==> src/rtl/display_pkg.sv <==
// Shared types for the seven-segment display scan controller.
package display_pkg;

  localparam int unsigned DIGIT_W = 4;

  typedef enum logic {
    BLANK,
    SCAN
  } scan_state_t;

  typedef logic [DIGIT_W-1:0] nibble_t;

endpackage

==> src/rtl/refresh_tick_gen.sv <==
// Refresh prescaler: single-cycle tick every DIV cycles while run is high.
module refresh_tick_gen #(
  parameter int unsigned DIV = 27000
) (
  input  logic clk,
  input  logic rst_n,
  input  logic run,
  output logic tick
);

  localparam int unsigned CNT_W = (DIV > 1) ? $clog2(DIV) : 1;
  localparam logic [CNT_W-1:0] LAST = CNT_W'(DIV - 1);

  logic [CNT_W-1:0] count_q, count_d;
  logic             tick_q, tick_d;

  // tick is registered alongside the count so it is high exactly while count==LAST
  always_comb begin
    count_d = count_q;
    if (!run || (count_q == LAST)) begin
      count_d = '0;
    end else begin
      count_d = count_q + CNT_W'(1);
    end
    tick_d = run && (count_d == LAST);
  end

  always_ff @(posedge clk or negedge rst_n) begin
    if (!rst_n) begin
      count_q <= '0;
      tick_q  <= 1'b0;
    end else begin
      count_q <= count_d;
      tick_q  <= tick_d;
    end
  end

  assign tick = tick_q;

endmodule

==> src/rtl/display_scan_ctrl.sv <==
// Time-multiplexed scan controller for a common-anode seven-segment display.
// New values are staged in a shadow register and committed only at frame boundaries.
module display_scan_ctrl
  import display_pkg::*;
#(
  parameter int unsigned NUM_DIGITS  = 4,
  parameter int unsigned REFRESH_DIV = 27000
) (
  input  logic                          clk,
  input  logic                          rst_n,
  input  logic                          enable,
  input  logic                          blank_lz,
  input  logic [NUM_DIGITS*DIGIT_W-1:0] data_in,
  input  logic                          data_valid,
  output logic                          data_ready,
  output logic [DIGIT_W-1:0]            binary_code,
  output logic [NUM_DIGITS-1:0]         digit_sel_n,
  output logic                          frame_done
);

  localparam int unsigned IDX_W  = $clog2(NUM_DIGITS);
  localparam int unsigned DATA_W = NUM_DIGITS * DIGIT_W;
  localparam logic [IDX_W-1:0] LAST_IDX = IDX_W'(NUM_DIGITS - 1);

  scan_state_t           state_q, state_d;
  logic [IDX_W-1:0]      idx_q, idx_d;
  logic [DATA_W-1:0]     active_q, active_d;
  logic [DATA_W-1:0]     shadow_q, shadow_d;
  logic                  pending_q, pending_d;
  logic                  data_ready_q, data_ready_d;
  logic                  frame_done_q, frame_done_d;
  nibble_t               binary_code_q, binary_code_d;
  logic [NUM_DIGITS-1:0] digit_sel_n_q, digit_sel_n_d;

  logic              tick;
  logic              run;
  logic              accept;
  logic              lit;
  logic              suppress;
  logic [DATA_W-1:0] upper;

  // Prescaler only runs while scanning; leaving SCAN clears it on the same edge.
  assign run = (state_q == SCAN) && enable;

  refresh_tick_gen #(
    .DIV (REFRESH_DIV)
  ) u_tick (
    .clk   (clk),
    .rst_n (rst_n),
    .run   (run),
    .tick  (tick)
  );

  always_comb begin
    state_d      = state_q;
    idx_d        = idx_q;
    active_d     = active_q;
    shadow_d     = shadow_q;
    pending_d    = pending_q;
    frame_done_d = 1'b0;
    lit          = 1'b0;
    accept       = data_valid && data_ready_q;

    case (state_q)
      BLANK: begin
        if (enable) begin
          state_d = SCAN;
          idx_d   = '0;
          lit     = 1'b1;
          if (pending_q) begin
            active_d  = shadow_q;
            pending_d = 1'b0;
          end
        end
      end
      SCAN: begin
        if (!enable) begin
          state_d = BLANK;
          idx_d   = '0;
        end else begin
          lit = 1'b1;
          if (tick) begin
            if (idx_q == LAST_IDX) begin
              idx_d        = '0;
              frame_done_d = 1'b1;
              if (pending_q) begin
                active_d  = shadow_q;
                pending_d = 1'b0;
              end
            end else begin
              idx_d = idx_q + IDX_W'(1);
            end
          end
        end
      end
      default: state_d = BLANK;
    endcase

    // Accept only happens with pending clear, so it never collides with a commit.
    if (accept) begin
      shadow_d  = data_in;
      pending_d = 1'b1;
    end
    data_ready_d = !pending_d;

    // Low nibble of upper is the selected digit; upper==0 means it and all above are zero.
    upper         = active_d >> (DIGIT_W * 32'(idx_d));
    suppress      = blank_lz && (idx_d != '0) && (upper == '0);
    binary_code_d = lit ? nibble_t'(upper) : '0;
    digit_sel_n_d = '1;
    if (lit && !suppress) begin
      digit_sel_n_d = ~(NUM_DIGITS'(1) << idx_d);
    end
  end

  always_ff @(posedge clk or negedge rst_n) begin
    if (!rst_n) begin
      state_q       <= BLANK;
      idx_q         <= '0;
      active_q      <= '0;
      shadow_q      <= '0;
      pending_q     <= 1'b0;
      data_ready_q  <= 1'b1;
      frame_done_q  <= 1'b0;
      binary_code_q <= '0;
      digit_sel_n_q <= '1;
    end else begin
      state_q       <= state_d;
      idx_q         <= idx_d;
      active_q      <= active_d;
      shadow_q      <= shadow_d;
      pending_q     <= pending_d;
      data_ready_q  <= data_ready_d;
      frame_done_q  <= frame_done_d;
      binary_code_q <= binary_code_d;
      digit_sel_n_q <= digit_sel_n_d;
    end
  end

  assign data_ready  = data_ready_q;
  assign frame_done  = frame_done_q;
  assign binary_code = binary_code_q;
  assign digit_sel_n = digit_sel_n_q;

endmodule

==> config.mk <==
export PLATFORM = sky130hd
export DESIGN_NAME = display_scan_ctrl
export DESIGN_NICKNAME = d
export VERILOG_FILES = /design/src/rtl/display_pkg.sv /design/src/rtl/refresh_tick_gen.sv /design/src/rtl/display_scan_ctrl.sv
export SDC_FILE = /design/constraint.sdc
export NUM_CORES = 1
export LEC_CHECK = 0
export ABC_AREA = 0
export ABC_CLOCK_PERIOD_IN_PS = 2200
export CAP_MARGIN = 20
export CORE_MARGIN = 5
export CORE_UTILIZATION = 35
export DETAILED_ROUTE_END_ITERATION = 12
export SETUP_SLACK_MARGIN = 0.4
export SLEW_MARGIN = 20
export SYNTH_ARGS = -nofsm -noshare
export SYNTH_HDL_FRONTEND = slang
export SYNTH_SLANG_ARGS = --single-unit
export TNS_END_PERCENT = 100
==> constraint.sdc <==
create_clock -name clk -period 2.2 [get_ports clk]
set_input_delay 0.66 -clock clk [delete_from_list [all_inputs] [get_ports clk]]
set_output_delay 0.66 -clock clk [all_outputs]
set_load 0.005 [all_outputs]
# [Yosys cells after proc, flatten, opt, wreduce, memory -nomap -nowiden]
# Index checks and enable logic that the tools add are counted.
[totals] word_cells=57 regBits=62 input_bits=21
[classes] reduce_logical=12 bitwise=2 n_addsub=2 mux=25 n_eq_ne=3 shifts=2
[ops] operator="two-way mux 16 bit" n=5
[ops] operator="one-hot mux 16 bit (2 select lines)" n=1
[ops] operator="equality test 15 bit (second input constant)" n=2
[ops] operator="zero test 16 bit" n=1
[ops] operator=">> shifter 16 x 4 -> 16 bit" n=1
[ops] operator="adder 15 x 1 -> 15 bit (second input constant)" n=1
[ops] operator="two-way mux 15 bit" n=1
[ops] operator="two-way mux 1 bit" n=10
[ops] operator="two-way mux 2 bit" n=4
[ops] operator="two-way mux 4 bit" n=2
[ops] operator="logical AND 1 bit" n=6
[ops] operator="NOT 4 bit" n=1
[ops] operator="one-hot mux 2 bit (2 select lines)" n=1
[ops] operator="<< shifter 1 x 2 -> 4 bit (first input constant)" n=1
[ops] operator="zero test 1 bit" n=3
[ops] operator="adder 2 x 1 -> 2 bit (second input constant)" n=1
[ops] operator="equality test 2 bit (second input constant)" n=1
[ops] operator="one-hot mux 1 bit (2 select lines)" n=1
[ops] operator="nonzero test 2 bit" n=1
[ops] operator="logical OR 1 bit" n=1
[ops] operator="NOT 1 bit" n=1

# [Longest topological paths before layout]
# Gate-level depths: netlist of run 1.
[logic_depth] depth_word=11 mapped_depth=10

# [Cells and area by module]
# From an unflattened synthesis of run 1, not the netlist that was laid out.
[hier_totals] hier_cells=281 hier_area_um2=3069.2
[modules_own_cells] module="display_scan_ctrl" seq_area_each_um2=1157.4 cells_per_inst=191 area_each_um2=2175.8 n_inst=1
[modules_own_cells] module="refresh_tick_gen" seq_area_each_um2=400.4 cells_per_inst=90 area_each_um2=893.4 n_inst=1

# [Worst setup path before layout of run 1]
# Ideal clock, no wire load.
[synth_path] kind="input -> register" startpoint="input port enable" endpoint="register digit_sel_n_q[1] (netlist: digit_sel_n[1])" stages=8 arrival_ps=2161 setup_time_ps=67 slack_ps=-28 path_buffers=1 cell_sequence="nand2_1 > a21oi_4 > buf_6 > mux2_2 > mux2_2 > a2111oi_1 > o2111ai_1 > nand4_1"
[synth_via] elab_chain_len=8
[synth_rtl] item="start, declared" line_no="display_scan_ctrl.sv:11" rtl="input logic enable,"
[synth_rtl] item="two-way mux 16 bit, on equally long branches" line_no="display_scan_ctrl.sv:77, display_scan_ctrl.sv:66"
[synth_rtl] item="one-hot mux 16 bit (2 select lines) *" line_no="display_scan_ctrl.sv:64" rtl="case (state_q)"
[synth_rtl] item="via active_d[2]" line_no="display_scan_ctrl.sv:27" rtl="logic [DATA_W-1:0] active_q, active_d;"
[synth_rtl] item=">> shifter 16 x 4 -> 16 bit *" line_no="display_scan_ctrl.sv:107" rtl="upper = active_d >> (DIGIT_W * 32'(idx_d));"
[synth_rtl] item="zero test 16 bit *" line_no="display_scan_ctrl.sv:108" rtl="suppress = blank_lz && (idx_d != '0) && (upper == '0);"
[synth_rtl] item="logical AND 1 bit *" line_no="display_scan_ctrl.sv:108"
[synth_rtl] item="zero test 1 bit *" line_no="display_scan_ctrl.sv:111" rtl="if (lit && !suppress) begin"
[synth_rtl] item="logical AND 1 bit *" line_no="display_scan_ctrl.sv:111"
[synth_rtl] item="two-way mux 4 bit *" line_no="display_scan_ctrl.sv:111"
[synth_rtl] item="via digit_sel_n_d[1]" line_no="display_scan_ctrl.sv:33" rtl="logic [NUM_DIGITS-1:0] digit_sel_n_q, digit_sel_n_d;"
[synth_rtl] item="end signal, assigned" line_no="display_scan_ctrl.sv:136" rtl="digit_sel_n_q <= digit_sel_n_d;"
[synth_rtl] item="end, declared" line_no="display_scan_ctrl.sv:33"
# Mark *: on every way through the listed nets, which the timed path passes. The rest lies on a longest branch.
# A chain may end at the register's enable or synchronous reset.

# [Worst setup path after layout of run 1]
[layout_path] startpoint="register idx_q[1]" endpoint="register digit_sel_n_q[1] (netlist: digit_sel_n[1])"
[layout_via] elab_chain_len=11
[layout_rtl] item="start, declared" line_no="display_scan_ctrl.sv:26" rtl="logic [IDX_W-1:0] idx_q, idx_d;"
[layout_rtl] item="start signal, assigned" line_no="display_scan_ctrl.sv:129" rtl="idx_q <= idx_d;"
[layout_rtl] item="equality test 2 bit" line_no="display_scan_ctrl.sv:83" rtl="if (idx_q == LAST_IDX) begin"
[layout_rtl] item="two-way mux 16 bit" line_no="display_scan_ctrl.sv:83"
[layout_rtl] item="two-way mux 16 bit" line_no="display_scan_ctrl.sv:82" rtl="if (tick) begin"
[layout_rtl] item="two-way mux 16 bit" line_no="display_scan_ctrl.sv:77" rtl="if (!enable) begin"
[layout_rtl] item="one-hot mux 16 bit (2 select lines)" line_no="display_scan_ctrl.sv:64"
[layout_rtl] item="via active_d[14]" line_no="display_scan_ctrl.sv:27"
[layout_rtl] item=">> shifter 16 x 4 -> 16 bit" line_no="display_scan_ctrl.sv:107"
[layout_rtl] item="zero test 16 bit" line_no="display_scan_ctrl.sv:108"
[layout_rtl] item="logical AND 1 bit" line_no="display_scan_ctrl.sv:108"
[layout_rtl] item="zero test 1 bit" line_no="display_scan_ctrl.sv:111"
[layout_rtl] item="logical AND 1 bit" line_no="display_scan_ctrl.sv:111"
[layout_rtl] item="two-way mux 4 bit" line_no="display_scan_ctrl.sv:111"
[layout_rtl] item="via digit_sel_n_d[1]" line_no="display_scan_ctrl.sv:33"
# The timed path passes the listed nets, and every way through them passes these cells.

==> results_dict.tcl, run 1 <==
set metrics [dict create \
    seq_area_um2 1560 \
    synthFlopType "dfrtp_1" \
    layout-drive-gt1-share_pct 39.1 \
    max_freq_ghz 0.447 \
    die_width_um 101 \
    drtIter0Drc 49 \
    synth-edff-count 0 \
    num_rows 33 \
    core_um2 8130 \
    finalHoldViolations 0 \
    syn_area_um2 2880 \
    synth_cells 250 \
    final_cell_mix "dfrtp_1, nor2_1, buf_4" \
    async_reset_ff_share_pct 100 \
    wl_um 6150 \
    crit_fanout 5 \
    clock_latency_ns 0.34 \
    p_per_area_nw_per_um2 908 \
    multi_input_area_um2 1410 \
    end_kind "flop" \
    yosysSeqAreaShare_pct 54.1 \
    routed_via_density 4.87 \
    cp_data_arrival_time_ns 2.51 \
    tritoncts "built" \
    wl_per_cell_um 14.3 \
    fin_util_pct 49.1 \
    area_growth_pct 38.9 \
    worstSetupPathType "flop to flop" \
    synth.area.top_cells "dfrtp_1, mux2_2, dfstp_2" \
    worst_pin_slew_ns 0.353 \
    setup_violations 3 \
    layout_min_cycle_time_ns 2.24 \
    irDropWorstVdd_mv 0.321 \
    grt.overflow.total 0 \
    synth_warnings 0 \
    fin_crit_sh_pct 102 \
    gp_congestion 0.821 \
    antenna_found_initial 0 \
    htreeDepth 3 \
    slowest_delay_ns 0.37 \
    timing.hold.ws_ns 0.220 \
    cp-start-kind "flop" \
    violations "negative setup slack" \
    critPathSlowestCell "dfrtp_1" \
    final_common_cell "dfrtp_1" \
    postSynthAreaPerCell_um2 11.5 \
    fillers 753 \
    report.final.slew_viol_count 0 \
    fin_nets 345 \
    fin_ws_ns -0.0368 \
    rsz0062_at_grt "yes" \
    clk_root_buffer_cell "clkbuf_8" \
    num_antenna_cells 0 \
    p_leak_nw 1.72 \
    antenna_left 0 \
    cp_common_cell "mux2_4" \
    syn_nets 274 \
    yosys.area.top_type "dfrtp_1" \
    cap_viol_max_count 0 \
    outcome "finished, violations left" \
    clk_pin_slew_ns 0.07 \
    hp-class "input port to async pin" \
    die-area_um2 10100 \
    ioPinCount 31 \
    dieHeight_um 101 \
    cts.path.max_buffers 2 \
    first_pass_iters 4 \
    crit_chain "ha_2 -> nand2_4 -> a21oi_4 -> buf_12 -> buf_16 -> mux2_4 -> mux2_4 -> nor4_4 -> o2111ai_1 -> nand4_1" \
    dp_hpwl_um 4170 \
    start_util_pct 35.4 \
    synth_top_cell_area_share_pct 49.5 \
    skew_ns 0.00780 \
    cts_buffers 9 \
    via_count 2094 \
    ys_ff_latch 62 \
    synth_cell_types 49 \
    port_buffers 30 \
    numClockSinks 62 \
    grt_max_degree 33 \
    grt_util_all_layers_pct 13.3 \
    drc 0 \
    required_ns 2.47 \
    maxSlewHeadroom_pct 76.5 \
    grt_pass1_vias 2187 \
    grt_pass1_wl_um 10500 \
]
[logic make-up (layout without fill, tap and decap cells)]
family	after synthesis	in the layout	synth area share [%]
AOI/OAI and AO/OA	21	21	5.65
DFF	62	62	54.1
muxes	40	40	15.7
adders and majority gates	3	3	1.30
buffers and inverters	17	92	2.78
and+or+nand+nor	92	92	15.9
xor gates and xnor gates	15	15	4.56
[synthesized netlist by cell type, types with 2 or more instances]
library cell,instances
mux2_1,3
mux2_2,31
xor2_1,5
xnor2_1,10
ha_1,3
a211oi_1,2
inv_1,7
a21oi_1,4
clkbuf_1,4
mux2i_1,4
a21boi_0,2
nand2_1,22
mux2_4,2
dfrtp_1,57
a31oi_1,2
nand3_1,10
nand4_1,2
o2111ai_1,2
nor2b_1,3
dfstp_2,5
nor3_1,5
and3_1,2
or4_1,3
nor2_1,33
nor4_1,3
[power breakdown]
part | switching [W] | internal [W] | total [W]
Combinational | 0.000395 | 0.000654 | 0.00105
Clock | 0.000421 | 0.000544 | 0.000965
Sequential | 0.000180 | 0.00144 | 0.00162
[registers in the layout, indices dropped and copies added (netlist names)]
| register | flops |
|---|---|
| shadow_q | 16 |
| u_tick.tick | 1 |
| data_ready | 1 |
| idx_q | 2 |
| pending_q | 1 |
| state_q | 1 |
| digit_sel_n | 4 |
| u_tick.count_q | 15 |
| active_q | 16 |
| frame_done | 1 |
| binary_code | 4 |
[critical path: cells and delay by family (launching register included)]
kind | cells | cell delay, ns
DFF | 1 | 0.37
muxes | 2 | 0.59
and+or+nand+nor | 3 | 0.44
adders and majority gates | 1 | 0.20
AOI/OAI and AO/OA | 2 | 0.33
buffers and inverters | 2 | 0.23
[worst paths after layout]
path | startpoint | endpoint | slack (ns) | cells past startpoint
worst max-delay path | idx_q[1]$_DFF_PN0_ | digit_sel_n[1]$_DFF_PN1_ | -0.04 | 10
worst min-delay path | rst_n | shadow_q[5]$_DFFE_PN0P_ | 0.22 | 1
worst max register to register | idx_q[1]$_DFF_PN0_ | digit_sel_n[1]$_DFF_PN1_ | -0.04 | 10
worst min register to register | active_q[2]$_DFF_PN0_ | active_q[2]$_DFF_PN0_ | 0.50 | 1
max in group asynchronous | rst_n | u_tick.count_q[7]$_DFF_PN0_ | 1.41 | 2
min in group clk | active_q[2]$_DFF_PN0_ | active_q[2]$_DFF_PN0_ | 0.50 | 1
[layout make-up]
class | instances | area share, %
clock inverters | 4 | 1.19
clock buffers | 11 | 3.54
repair buffers | 69 | 16.8
well taps | 105 | 3.29
inverters | 8 | 0.751
multi-input cells | 171 | 35.3
flip-flops and latches | 62 | 39.1
[through the flow]
step / worst slack, ns / cells / area (µm²) / TNS [ns] / total power [W]
5_1_grt: -0.187 / 430 / 4000 / -0.477 / 0.00385
3_5_place_dp: -0.601 / 398 / 3480 / -3.90 / 0.00248
4_1_cts: -0.0396 / 426 / 3860 / -0.0542 / 0.00353
3_3_place_gp: -0.576 / 398 / 3480 / -3.50 / 0.00245
6_report: -0.0368 / 430 / 4000 / -0.0573 / 0.00363
2_1_floorplan: 0.0344 / 250 / 2910 / 0 / 0.00212
[what timing repair did]
| item | 4_1_cts | 5_1_grt |
|---|---|---|
| pin swaps | 8 | 10 |
| resized for setup | 33 | 30 |
| setup buffers | 12 | 4 |
| endpoints found under the setup margin | 37 | 11 |
| gates cloned | 1 | 0 |
| hold buffers | 0 | 0 |
[layer usage]
layer  global-route usage [%]  wire, µm  share of wire [%]
met1                     15.7      2670                 43
met2                     22.0      3100                 50
met3                     4.91       273                4.4
met4                     5.39       108                1.8
met5                        0         0                  0
No activity file was read; power rests on OpenSTA's default activity.
==> run 2, diff against run 1 <==
--- a/config.mk
+++ b/config.mk
@@ -6,7 +6,7 @@
 export NUM_CORES = 1
 export LEC_CHECK = 0
 export ABC_AREA = 0
-export ABC_CLOCK_PERIOD_IN_PS = 2200
+export ABC_CLOCK_PERIOD_IN_PS = 2100
 export CAP_MARGIN = 20
 export CORE_MARGIN = 5
 export CORE_UTILIZATION = 35
==> constraint.sdc (replaced) <==
create_clock -name clk -period 2.1 [get_ports clk]
set_input_delay 0.63 -clock clk [delete_from_list [all_inputs] [get_ports clk]]
set_output_delay 0.63 -clock clk [all_outputs]
set_load 0.005 [all_outputs]
==> run 2 against run 1 <==
The flow still finishes with violations (negative setup slack). Clock power rose by 11%. Register-to-register slack got worse by 0.07 ns. Final area rose by 2.0%. Clock skew rose by 0.0094 ns. Setup slack got worse by 0.071 ns. Global-route usage fell by 0.88 points. Final cell count rose by 2.1%. Largest cell class unchanged. Highest routed layer unchanged.
==> results_dict.tcl, run 2 (synthesis results as in run 1) <==
set metrics [dict create \
    ioPinCount 31 \
    routed_via_density 4.84 \
    start_util_pct 35.4 \
    cp_data_arrival_time_ns 2.48 \
    report.final.slew_viol_count 0 \
    worstSetupPathType "flop to flop" \
    crit_family "multiplexers" \
    clk_root_buffer_cell "clkbuf_8" \
    maxSlewHeadroom_pct 70.8 \
    layout-drive-gt1-share_pct 42.8 \
    hp-class "input port to async pin" \
    slowest_delay_ns 0.38 \
    num_antenna_cells 0 \
    cp-start-kind "flop" \
    skew_ns 0.0172 \
    grt_pass1_wl_um 9870 \
    p_leak_nw 1.77 \
    wl_per_cell_um 13.8 \
    clock_latency_ns 0.34 \
    cap_viol_max_count 0 \
    finalHoldViolations 0 \
    fillers 725 \
    dieHeight_um 101 \
    numClockSinks 62 \
    cts.path.max_buffers 2 \
    dp_cells 406 \
    grt.overflow.total 0 \
    irDropWorstVdd_mv 0.385 \
    core_um2 8130 \
    final_common_cell "dfrtp_1" \
    fin_crit_sh_pct 105 \
    critPathSlowestCell "dfrtp_1" \
    cp_common_cell "mux2_4" \
    antenna_found_initial 0 \
    top_regs "active_q (16), shadow_q (16), u_tick.count_q (15)" \
    dp_hpwl_um 4170 \
    final_area_um2 4080 \
    fin_cells 439 \
    clk_pin_slew_ns 0.08 \
    worst_pin_slew_ns 0.435 \
    end_kind "flop" \
    area_growth_pct 41.6 \
    max_freq_ghz 0.453 \
    tritoncts "built" \
    crit_chain "ha_2 -> nand2_4 -> a21oi_4 -> buf_6 -> buf_12 -> mux2_4 -> mux2_4 -> nor4_4 -> o2111ai_1 -> nand4_1" \
    grt_pass1_vias 2082 \
    cts_buffers 9 \
    place_area_um2 3540 \
    antenna_left 0 \
    first_pass_iters 6 \
    rsz0062_at_grt "yes" \
    wl_um 6060 \
    drtIter0Drc 77 \
    fin_nets 353 \
    outcome "finished, violations left" \
    violations "negative setup slack" \
    die-area_um2 10100 \
    die_width_um 101 \
    p_per_area_nw_per_um2 922 \
    setup_violations 3 \
    fin_ws_ns -0.108 \
    crit_fanout 5 \
    num_rows 33 \
    gp_congestion 0.777 \
    required_ns 2.37 \
    drc 0 \
    grt_util_all_layers_pct 12.5 \
    cp.buffers_inverters 2 \
    htreeDepth 3 \
    layout_min_cycle_time_ns 2.21 \
    grt_max_degree 48 \
    final_cell_mix "dfrtp_1, buf_4, nor2_1" \
    cts_hold_buf 0 \
    port_buffers 30 \
    via_count 2125 \
]
-- run 2: cell types whose count changed in the layout (fill, tap and decap cells not counted), sizes merged --
cell         previous run  this run
inv                     8         9
clkinvlp                1         3
clkinv                  2         1
dlygate4sd2             9         5
buf                    40        48
clkbuf                 12        15
-- run 2: metrics by stage --
step	setup TNS, ns	total power (W)	worst slack (ns)	hold WS [ns]	util [%]
final	-0.248	0.00376	-0.108	0.203	50.1
after global routing	-0.552	0.00397	-0.232	0.219	50.1
after CTS	-0.188	0.00369	-0.0887	0.205	47.8
after detailed placement	-6.26	0.00259	-0.715	0.483	43.5
after global placement	-5.63	0.00257	-0.663	0.480	43.5
after floorplan	-0.0478	0.00223	-0.0357	0.334	-
-- run 2: path summary, 6_finish.rpt --
path                                            start                        to  slack, ns  cells after the start
worst min-delay path                            rst_n   shadow_q[2]$_DFFE_PN0P_       0.20                      1
worst max register to register     idx_q[0]$_DFF_PN0_  digit_sel_n[1]$_DFF_PN1_      -0.11                     10
max in group asynchronous                       rst_n  digit_sel_n[2]$_DFF_PN1_       1.25                      2
worst min register to register  active_q[2]$_DFF_PN0_     active_q[2]$_DFF_PN0_       0.50                      1
worst max-delay path               idx_q[0]$_DFF_PN0_  digit_sel_n[1]$_DFF_PN1_      -0.11                     10
min in group clk                active_q[2]$_DFF_PN0_     active_q[2]$_DFF_PN0_       0.50                      1
-- run 2: routing by layer --
layer	vias to the layer above	wire, µm	GRT usage (%)
li1	1032	-	-
met1	1050	2710	15.7
met5	-	0	0
met3	9	278	3.94
met2	34	2990	20.1
met4	0	87	4.35
-- run 2: area by class of cell --
type	instances	area, µm²	area share (%)
Tap cell	105	131	3.22
Inverter	8	30.0	0.736
Sequential cell	62	1560	38.2
Timing Repair Buffer	77	707	17.3
Clock inverter	6	70.1	1.72
Clock buffer	10	138	3.38
Multi-Input combinational cell	171	1440	35.4
-- run 2: report_power, final --
| part | internal [W] | leakage [nW] | switching [W] |
|---|---|---|---|
| clock network | 0.000585 | 0.0951 | 0.000480 |
| logic | 0.000613 | 0.908 | 0.000398 |
| registers | 0.00151 | 0.766 | 0.000177 |
-- run 2: timing repair --
item                       in CTS  in global routing
cloned                          0                  1
pin swaps                       4                  7
buffers inserted                9                  7
setup endpoints to repair      40                 14
gates resized for setup        37                 38
==> run 3, diff against run 2 <==
--- a/config.mk
+++ b/config.mk
@@ -11,6 +11,7 @@
 export CORE_MARGIN = 5
 export CORE_UTILIZATION = 35
 export DETAILED_ROUTE_END_ITERATION = 12
+export GPL_TIMING_DRIVEN = 0
 export SETUP_SLACK_MARGIN = 0.4
 export SLEW_MARGIN = 20
 export SYNTH_ARGS = -nofsm -noshare
==> run 3 against run 2 <==
The flow still finishes with violations (negative setup slack). Critical path depth fell by 1. Wire length fell by 1.8%. Sequential power barely moved. Sequential share of layout area rose by 2.4 points. Non-clock buffer count fell by 18. Global-route usage rose by 0.39 points. Fmax fell by 1.7%. Via count fell by 4.0%. Combinational power fell by 17%. Critical path type unchanged. Clock-buffer cell count did not move. Final area fell by 6.0%.
==> results_dict.tcl, run 3 (synthesis results as in run 1) <==
set metrics [dict create \
    start_util_pct 35.4 \
    place_ws_ns -0.871 \
    crit_fanout 10 \
    cts_hold_buf 0 \
    final_common_cell "dfrtp_1" \
    numClockSinks 62 \
    critPathSlowestCell "dfrtp_1" \
    cts.path.max_buffers 2 \
    via_count 2039 \
    worst_pin_slew_ns 0.390 \
    setup_violations 3 \
    ioPinCount 31 \
    first_pass_iters 4 \
    fin_cells 421 \
    rsz0062_at_grt "yes" \
    clk_pin_slew_ns 0.07 \
    crit_family "multiplexers" \
    required_ns 2.37 \
    clock_latency_ns 0.34 \
    grt_pass1_wl_um 10200 \
    timing.hold.ws_ns 0.155 \
    end_kind "flop" \
    finalPower_w 0.00367 \
    fin_util_pct 47.1 \
    core_um2 8130 \
    layout-drive-gt1-share_pct 36.7 \
    num_antenna_cells 0 \
    slowest_delay_ns 0.39 \
    num_rows 33 \
    routed_via_density 4.84 \
    hp-class "input port to async pin" \
    dieHeight_um 101 \
    die-area_um2 10100 \
    grt.overflow.total 0 \
    clk_root_buffer_cell "clkbuf_8" \
    irDropWorstVdd_mv 0.323 \
    wl_um 5950 \
    fin_crit_sh_pct 107 \
    fin_nets 335 \
    finalHoldViolations 0 \
    drc 0 \
    crit_chain "ha_1 -> nand2_2 -> a21oi_4 -> buf_6 -> mux2_2 -> mux2_2 -> a2111oi_4 -> o2111ai_1 -> nand4_1" \
    violations "negative setup slack" \
    tritoncts "built" \
    grt_max_degree 47 \
    skew_ns 0.00902 \
    layout_min_cycle_time_ns 2.25 \
    final_cell_mix "dfrtp_1, nor2_1, mux2_2" \
    antenna_left 0 \
    cap_viol_max_count 0 \
    dp_hpwl_um 4090 \
    grt_util_all_layers_pct 12.8 \
    die_width_um 101 \
    cp_common_cell "mux2_2" \
    top_regs "active_q (16), shadow_q (16), u_tick.count_q (15)" \
    htreeDepth 3 \
    antenna_found_initial 0 \
    outcome "finished, violations left" \
    cp_data_arrival_time_ns 2.52 \
    cp.buffers_inverters 1 \
    worstSetupPathType "flop to flop" \
    p_per_area_nw_per_um2 958 \
    p_leak_nw 1.63 \
    port_buffers 30 \
    grt_pass1_vias 2200 \
    maxSlewHeadroom_pct 73.9 \
    wl_per_cell_um 14.1 \
    gp_congestion 0.809 \
    cp-start-kind "flop" \
    drtIter0Drc 55 \
    max_freq_ghz 0.445 \
    area_growth_pct 33.2 \
    cts_buffers 9 \
    report.final.slew_viol_count 0 \
    fin_ws_ns -0.147 \
    dp_cells 386 \
]
==> run 3: cell types whose count changed in the layout (fill, tap and decap cells not counted), moves of 3 or more <==
cell | previous run | this run
buf_4 | 34 | 20
mux2_2 | 22 | 28
buf_12 | 3 | 0
buf_6 | 9 | 4
mux2_4 | 13 | 6
==> run 3: what timing repair did <==
action                     CTS  global route
pin swaps                    8             6
setup buffers               19             0
gates resized for setup     48            11
setup endpoints to repair   53            24
gates cloned                 0             0
==> run 3: cell type report <==
cell class,count,area [µm²]
fillers,730,4300
flip-flops and latches,62,1560
multi-input cells,171,1360
repair buffers,50,447
clock buffers,10,138
well taps,105,131
clock inverters,6,85.1
plain buffers,9,80.1
inverters,8,32.5
==> run 3: stage by stage <==
| stage | cell area, µm² | TNS, ns |
|---|---|---|
| after global routing | 3830 | -0.798 |
| after CTS | 3830 | -0.277 |
| after global placement | 3340 | -106.03 |
| after floorplan | 2910 | -0.0478 |
| final | 3830 | -0.340 |
| after detailed placement | 3360 | -12.83 |
==> run 3: where the power goes <==
group / total, W / leakage (nW) / internal (W) / switching [W]
registers: 0.00167 / 0.766 / 0.00151 / 0.000163
clock network: 0.00116 / 0.108 / 0.000696 / 0.000467
logic: 0.000843 / 0.753 / 0.000480 / 0.000363
total: 0.00367 / 1.63 / 0.00268 / 0.000993
==> run 3: metal layers <==
metal  up-vias  track usage [%]  wire length [µm]
met5         -                0                 0
met4         0             5.39               146
met3        15             4.36               304
met2        44             21.0              2930
met1       992             15.4              2560
li1        988                -                 -
==> run 3: worst paths after layout <==
| kind | startpoint | end | slack [ns] | cells after the start |
|---|---|---|---|---|
| worst max register to register | idx_q[1]$_DFF_PN0_ | digit_sel_n[1]$_DFF_PN1_ | -0.15 | 9 |
| worst max-delay path | idx_q[1]$_DFF_PN0_ | digit_sel_n[1]$_DFF_PN1_ | -0.15 | 9 |
| max in group asynchronous | rst_n | digit_sel_n[2]$_DFF_PN1_ | 1.40 | 2 |
| worst min register to register | active_q[6]$_DFF_PN0_ | active_q[6]$_DFF_PN0_ | 0.50 | 1 |
| worst min-delay path | rst_n | active_q[2]$_DFF_PN0_ | 0.15 | 1 |
| min in group clk | active_q[6]$_DFF_PN0_ | active_q[6]$_DFF_PN0_ | 0.50 | 1 |
